## config.mk

```make
export PLATFORM = sky130hd
export DESIGN_NAME = counter_ctrl
export DESIGN_NICKNAME = d
export VERILOG_FILES = /design/src/rtl/counter_ctrl_pkg.sv /design/src/rtl/counter_ctrl_rr_arb2.sv /design/src/rtl/counter_ctrl.sv
export SDC_FILE = /design/constraint.sdc
export NUM_CORES = 1
export LEC_CHECK = 0
export CORE_MARGIN = 8
export CORE_UTILIZATION = 30
export CTS_CLUSTER_SIZE = 10
export DETAILED_ROUTE_END_ITERATION = 10
export DONT_BUFFER_PORTS = 1
export PLACE_DENSITY = 0.55
export SETUP_SLACK_MARGIN = 0.15
export SLEW_MARGIN = 40
export SYNTH_ARGS = -nofsm -noshare
export SYNTH_HDL_FRONTEND = slang
export SYNTH_SLANG_ARGS = --single-unit
```

## constraint.sdc

```tcl
create_clock -name clk -period 3.35 [get_ports clk]
set_clock_uncertainty 0.05 [all_clocks]
set_input_delay 0.5025 -clock clk [delete_from_list [all_inputs] [get_ports clk]]
set_output_delay 0.5025 -clock clk [all_outputs]
set_load 0.1 [all_outputs]
```

## src/rtl/counter_ctrl_pkg.sv

```systemverilog
// counter_ctrl_pkg -- shared types for the counter controller.
//   state_t  : controller FSM states (INIT, IDLE, RUN, DONE)
//   MODE_*   : counter mode encodings driven on cnt_modo
//   cmd_t    : latched command {modo, D, len}; len is sized for the
//              widest supported LEN_W (16) and zero-extended on capture.
package counter_ctrl_pkg;

  typedef enum logic [1:0] {
    INIT,
    IDLE,
    RUN,
    DONE
  } state_t;

  localparam logic [1:0] MODE_UP    = 2'b00;
  localparam logic [1:0] MODE_DOWN  = 2'b01;
  localparam logic [1:0] MODE_DOWN3 = 2'b10;
  localparam logic [1:0] MODE_LOAD  = 2'b11;

  localparam int unsigned MAX_LEN_W = 16;

  typedef struct packed {
    logic [1:0]           modo;
    logic [3:0]           D;
    logic [MAX_LEN_W-1:0] len;
  } cmd_t;

endpackage

```

## src/rtl/counter_ctrl_rr_arb2.sv

```systemverilog
// rr_arb2 -- two-requester round-robin arbiter (purely combinational).
//   valid[1:0] : requests
//   pointer    : requester holding priority this cycle
//   grant[1:0] : one-hot grant (all zero when no request)
// A lone requester always wins regardless of pointer.
module rr_arb2 (
  input  logic [1:0] valid,
  input  logic       pointer,
  output logic [1:0] grant
);

  always_comb begin
    grant    = '0;
    grant[0] = valid[0] & (~pointer | ~valid[1]);
    grant[1] = valid[1] & ( pointer | ~valid[0]);
  end

endmodule

```

## src/rtl/counter_ctrl.sv

```systemverilog
// counter_ctrl -- sequences commands from two requesters onto a counter.
//   clk, reset (async, active low)
//   req_valid/req_ready[1:0], req_modo/req_D/req_len[1:0] : command ports
//   abort      : end the running command early
//   cnt_rco    : counter wrap flag, counted into rco_cnt (saturating)
//   cnt_enable/cnt_modo/cnt_D/cnt_reset : counter control
//   busy, grant_id, done, done_abort, done_rco, rco_cnt : status
// Optional feature: COUNTER_CTRL_RCO_STOP_EN -- cnt_rco during RUN also
// terminates the command and is reported on done_rco.
module counter_ctrl
  import counter_ctrl_pkg::*;
#(
  parameter int unsigned LEN_W = 4
) (
  input  logic                  clk,
  input  logic                  reset,
  input  logic [1:0]            req_valid,
  output logic [1:0]            req_ready,
  input  logic [1:0][1:0]       req_modo,
  input  logic [1:0][3:0]       req_D,
  input  logic [1:0][LEN_W-1:0] req_len,
  input  logic                  abort,
  input  logic                  cnt_rco,
  output logic                  cnt_enable,
  output logic [1:0]            cnt_modo,
  output logic [3:0]            cnt_D,
  output logic                  cnt_reset,
  output logic                  busy,
  output logic                  grant_id,
  output logic                  done,
  output logic                  done_abort,
  output logic                  done_rco,
  output logic [7:0]            rco_cnt
);

  state_t     state_q, state_d;
  logic       live_q;
  logic       pointer_q;
  cmd_t       cmd_q;
  logic       abort_q;
  logic [1:0] grant;
  logic       hs;
  logic       sel;
  logic       rco_stop;
  logic       run_end;

  rr_arb2 u_arb (
    .valid  (req_valid),
    .pointer(pointer_q),
    .grant  (grant)
  );

  assign sel = grant[1];
  assign hs  = (state_q == IDLE) && (|req_valid);

`ifdef COUNTER_CTRL_RCO_STOP_EN
  logic rco_q;
  assign rco_stop = cnt_rco;
`else
  assign rco_stop = 1'b0;
`endif

  assign run_end = abort || rco_stop || (cmd_q.len == '0);

  // live_q marks the first edge after reset release: INIT is held until
  // then and all INIT-driven outputs stay low while reset is asserted.
  always_ff @(posedge clk or negedge reset) begin
    if (!reset) begin
      state_q   <= INIT;
      live_q    <= 1'b0;
      pointer_q <= 1'b0;
      grant_id  <= 1'b0;
      cmd_q     <= '0;
      abort_q   <= 1'b0;
      rco_cnt   <= '0;
    end else begin
      state_q <= state_d;
      live_q  <= 1'b1;
      if (cnt_rco && (rco_cnt != 8'hFF)) rco_cnt <= rco_cnt + 8'd1;
      case (state_q)
        IDLE: begin
          if (hs) begin
            grant_id   <= sel;
            cmd_q.modo <= req_modo[sel];
            cmd_q.D    <= req_D[sel];
            cmd_q.len  <= MAX_LEN_W'(req_len[sel]);
          end
        end
        RUN: begin
          abort_q <= abort;
          if (!run_end) cmd_q.len <= cmd_q.len - 1'b1;
        end
        DONE:    pointer_q <= ~grant_id;
        default: ;
      endcase
    end
  end

`ifdef COUNTER_CTRL_RCO_STOP_EN
  always_ff @(posedge clk or negedge reset) begin
    if (!reset)               rco_q <= 1'b0;
    else if (state_q == RUN)  rco_q <= cnt_rco;
  end
`endif

  always_comb begin
    state_d = state_q;
    case (state_q)
      INIT:    if (live_q) state_d = IDLE;
      IDLE:    if (hs) state_d = RUN;
      RUN:     if (run_end) state_d = DONE;
      DONE:    state_d = IDLE;
      default: state_d = INIT;
    endcase
  end

  always_comb begin
    cnt_enable = live_q && ((state_q == INIT) || (state_q == RUN));
    cnt_reset  = live_q && (state_q == INIT);
    busy       = live_q && (state_q != IDLE);
    done       = (state_q == DONE);
    req_ready  = (state_q == IDLE) ? grant : '0;
    cnt_modo   = cmd_q.modo;
    cnt_D      = cmd_q.D;
    done_abort = done && abort_q;
`ifdef COUNTER_CTRL_RCO_STOP_EN
    done_rco   = done && rco_q;
`else
    done_rco   = 1'b0;
`endif
  end

endmodule

```

==> results of run 1 <==
metrics by stage:
stage | worst slack [ns] | hold WS (ns) | cells | util, %
detailed placement | 0.605 | 0.159 | 297 | 33.2
global placement | 0.717 | 0.159 | 297 | 33.1
global route | 0.407 | 0.318 | 307 | 35.3
finish | 0.602 | 0.313 | 307 | 35.3
floorplan | 0.488 | 0.157 | 211 | -
CTS | 0.604 | 0.309 | 307 | 35.3
layout make-up:
cell class | instances | area, um^2 | area share, %
well taps | 80 | 100 | 4.21
clock inverters | 3 | 42.5 | 1.79
repair buffers | 19 | 158 | 6.64
inverters | 12 | 45.0 | 1.90
multi-input cells | 152 | 1050 | 44.3
flip-flops and latches | 36 | 910 | 38.3
clock buffers | 5 | 68.8 | 2.90
synthesized netlist by cell type, types with 3 or more instances:
master / number
buf_4: 8
xor2_1: 8
xnor2_1: 3
or3_1: 3
dfrtp_1: 36
inv_1: 12
ha_1: 7
nand2_1: 18
nand3_1: 5
nor2_1: 18
nor2b_1: 4
mux2_2: 3
o31ai_1: 4
mux2i_1: 10
or4_4: 3
nor4_1: 4
nand4_1: 4
o211ai_1: 3
nor3_1: 5
a21oi_1: 4
o21ai_0: 15
or4_1: 7
registers in the layout (all words and copies together), names as in the netlist:
name       flops
cnt_D          4
state_q        2
live_q         1
pointer_q      1
abort_q        1
cnt_modo       2
grant_id       1
rco_cnt        8
cmd_q         16
cell families (layout without fill, tap and decap cells):
group,count (synthesis),count (layout),synth area share (%)
compound gates,38,38,12.6
xor+xnor,11,11,4.70
fa+ha+maj,7,7,4.27
buf+inv,23,39,5.74
flops,36,36,44.0
mux,13,13,6.53
other cells,2,2,0.366
simple gates,81,81,21.8
layer usage:
layer / GRT usage, % / up-vias / part of all wire, %
met5: 0 / - / 0
met2: 16.7 / 50 / 49
met3: 3.45 / 7 / 7.5
met4: 5.67 / 0 / 1.8
met1: 12.8 / 772 / 42
li1: - / 774 / -
path summary, 6_finish.rpt:
check | from | end | slack, ns
worst max-delay path | state_q[0] | cmd_q[10] | 0.60
max in group asynchronous | reset | cnt_modo[1] | 2.41
worst min-delay path | abort | abort_q | 0.31
worst min register to register | abort_q | abort_q | 0.46
min in group asynchronous | reset | pointer_q | 0.63
worst max register to register | state_q[0] | cmd_q[10] | 0.60
timing repair:
action	4_1_cts	5_1_grt
hold buffers	2	0
setup buffers	0	0
hold endpoints to repair	36	0
==> flow_summary.ini, run 1 <==
[outcome]
status = complete, no violations

[routing]
avgRoutedWirePerCell_um = 16.1
drt-pass1-iter-count = 4
wl_um = 4950
drc = 0
viasPerCell = 5.22
drtAntennaViolNets = 0
via_count = 1603
drt_iter0_drc = 74

[finish]
final_area_um2 = 2370
n_antenna_cell = 0
mostFrequentLayoutCells = 29 x dfrtp_1, 18 x nand2_1, 17 x buf_4, 15 x nor2_1, 14 x o21ai_0
fillCellCount = 656
drive_above_1_share_pct = 22.9
layout_commonest_cell = dfrtp_1
nets = 259
syn2layout_area_growth_pct = 15.9

[critical_path]
crit_arrival_ns = 2.91
rr_worst_depth = 7
critPathCaptureType = register
path_cells = inv_1 > ha_1 > nor2_1 > a211oi_2 > o21ai_2 > or4_2 > a21oi_1
max_stage_delay_ns = 0.67
cp_slowest_cell = or4_2
crit_family = compound AO/OA/AOI/OAI gates
worst-path-max-fanout = 15
criticalPathCategory = reg -> reg
cp.required_ns = 3.52
path_depth = 7
path_buf_inv = 1
cp-start-kind = register

[job]
drv_cap = 0

[sta]
rsz0062_at_grt = false
hold_viol_final = 0
tns_ns = 0
max_clock_freq_mhz = 364
setup_viol = 0
worst_pin_slew_ns = 0.703
finalCritPeriodShare_pct = 82.0
post-route-min-period_ns = 2.75
finalMaxSlewViolations = 0
slew_headroom_pct = 52.8

[die]
die-area_um2 = 9730
core_um2 = 6720
initial_core_util_pct = 30.5
die_h_um = 98.7
rows = 30
die_x_um = 98.7
ios = 49

[logic_synthesis]
synth.largest_area_cell = dfrtp_1
synthFlopType = dfrtp_1
yosysSeqAreaShare_pct = 44.0
postSynthAreaPerCell_um2 = 9.71
yosys-top-cells-area = dfrtp_1 44%, mux2i_1 4.9%, ha_1 4.3%, o21ai_0 3.7%, xor2_1 3.4%
synthesis.area_um2 = 2050
ys_types = 45
syn_nets = 244
ys_warn_count = 0
synth-edff-count = 0
synth-seq-cells = 36
synth_top_area_share_pct = 44.0
synth-async-reset-ratio_pct = 100
synth_cells = 211

[place]
io_buffers = 0
gp_congestion = 0.830
postPlaceCellArea_um2 = 2230
post-dp-hpwl_um = 3700

[global_route]
grt_pass1_vias = 1568
grt.overflow.total = 0
grt_max_degree = 37
antenna_found_initial = 0
grt_use_total_pct = 10.7
grt_first_pass_wirelength_um = 8360

[min_path]
hp-class = in -> reg
hold_depth = 1

[clock_network]
numCtsBuffers = 5
cts_buffer_depth = 2
cts_resized = 0
tritoncts = done
worstSkewPairLatency_ns = 0.30
clkTransAtPathRegs_ns = 0.07
ctsHtreeMaxLevel = 2
clkSinkCount = 36
cts_root_buf = clkbuf_8
Power of run 1 is left out: the tool's default activity adds up to more than one toggle a clock period on the data nets, which glitch-free logic cannot reach.
==> run 2: changes to the inputs <==
==> constraint.sdc (replaced) <==
create_clock -name clk -period 2.7 [get_ports clk]
set_clock_uncertainty 0.05 [all_clocks]
set_input_delay 0.405 -clock clk [delete_from_list [all_inputs] [get_ports clk]]
set_output_delay 0.405 -clock clk [all_outputs]
set_load 0.1 [all_outputs]
==> run 2 against run 1 <==
  * Global-route usage fell by 0.10 points
  * Critical endpoint is now cmd_q[12]
  * Worst setup slack got worse by 0.44 ns
  * Final cell count increased by 4.2%
  * Routed wire length about the same
  * Worst hold slack worse by 0.095 ns
  * Final area is 6.1% higher
  * Critical path depth unchanged
  * First-iteration DRC count up 4.1%
  * Core utilization increased by 2.2 points
  * Flip-flop and latch count unchanged
  * Die area unchanged
  * Via count fell by 0.25%
==> flow_summary.ini, run 2 (synthesis results as in run 1) <==
[sta]
finalMaxSlewViolations = 0
rsz0062_at_grt = true
post-route-min-period_ns = 2.54
finalCritPeriodShare_pct = 94.0
setup_viol = 0
tns_ns = 0
max_clock_freq_mhz = 394
slew_headroom_pct = 48.1
worst_pin_slew_ns = 0.777
hold_viol_final = 0
setup_slack_ns = 0.162

[global_route]
grt_pass1_vias = 1569
grt_use_total_pct = 10.6
grt.overflow.total = 0
grt_first_pass_wirelength_um = 8250
antenna_found_initial = 0
grt_max_degree = 37

[die]
die-area_um2 = 9730
ios = 49
initial_core_util_pct = 30.5
rows = 30
die_x_um = 98.7
core_um2 = 6720
die_h_um = 98.7

[place]
io_buffers = 0
postPlaceCellArea_um2 = 2330
post-dp-hpwl_um = 3800
gp_congestion = 0.852
post-place-ws_ns = 0.159

[routing]
viasPerCell = 5.00
wl_um = 4960
drtAntennaViolNets = 0
via_count = 1599
drt_iter0_drc = 77
avgRoutedWirePerCell_um = 15.5
drt-pass1-iter-count = 4
drc = 0

[critical_path]
cp_slowest_cell = or4_4
path_cells = inv_1 > ha_2 > or3b_4 > or3_4 > or4_4 > or4_4 > nand3_2
critPathCaptureType = register
crit_arrival_ns = 2.71
cp-start-kind = register
cp_common_cell = or4_4
worst-path-max-fanout = 5
cp.required_ns = 2.88
max_stage_delay_ns = 0.49
criticalPathCategory = reg -> reg

[finish]
drive_above_1_share_pct = 27.9
largest_register = cmd_q
layout_commonest_cell = dfrtp_1
final_area_um2 = 2520
largest_reg_flops = 16
mostFrequentLayoutCells = 30 x dfrtp_1, 27 x buf_4, 18 x nand2_1, 15 x nor2_1, 14 x o21ai_0
nets = 272
final_core_util_pct = 37.5
syn2layout_area_growth_pct = 23.0
fillCellCount = 680
n_antenna_cell = 0

[min_path]
hp-class = in -> reg

[clock_network]
clkTransAtPathRegs_ns = 0.07
ctsHtreeMaxLevel = 2
cts_buffer_depth = 2
cts_root_buf = clkbuf_8
worstSkewPairLatency_ns = 0.28
clkSinkCount = 36
tritoncts = done
numCtsBuffers = 5

[outcome]
status = complete, no violations

[job]
drv_cap = 0
==> run 2: metal layers <==
layer,routed length [um],up-vias,share of wire [%],track usage (%)
met5,0,-,0,0
met4,81,0,1.6,4.60
met3,291,5,5.9,3.52
met2,2380,32,48,17.0
met1,2200,752,44,12.6
li1,-,810,-,-
==> run 2: final cells by class <==
cell class | instances | area (um^2) | share of cell area, %
Inverter | 12 | 45.0 | 1.79
Clock inverter | 2 | 35.0 | 1.39
Tap cell | 80 | 100 | 3.97
Multi-Input combinational cell | 152 | 1070 | 42.7
Sequential cell | 36 | 908 | 36.0
Timing Repair Buffer | 32 | 284 | 11.3
Clock buffer | 6 | 72.6 | 2.88
==> run 2: critical path: cells and delay by family (launching register included) <==
| family | cells | cell delay (ns) |
|---|---|---|
| adder cells (fa/ha/maj) | 1 | 0.18 |
| flip-flops | 1 | 0.41 |
| buffers and inverters | 1 | 0.09 |
| AND/OR/NAND/NOR | 5 | 1.74 |
==> run 2: final timing paths <==
check / depth (start not counted) / slack (ns) / startpoint / to
hold reg to reg: 1 / 0.46 / abort_q / abort_q
setup / recovery: 7 / 0.16 / cmd_q[0] / cmd_q[12]
min in group asynchronous: 2 / 0.51 / reset / cmd_q[12]
max in group asynchronous: 2 / 1.89 / reset / cnt_modo[1]
setup reg to reg: 7 / 0.16 / cmd_q[0] / cmd_q[12]
hold / removal: 1 / 0.22 / abort / abort_q
==> run 2: what timing repair did <==
action,in CTS,in global routing
hold endpoints to repair,36,0
endpoints found under the setup margin,1,2
hold buffers,2,0
resized for setup,1,4
pin swaps,0,5
buffers inserted,0,3
==> run 2: stage by stage <==
stage	hold slack [ns]	std cells
after floorplan	0.0594	211
after global placement	0.0617	305
after detailed placement	0.0616	307
after CTS	0.213	317
after global routing	0.220	320
final	0.218	320
Power of run 2 is left out for the same reason.
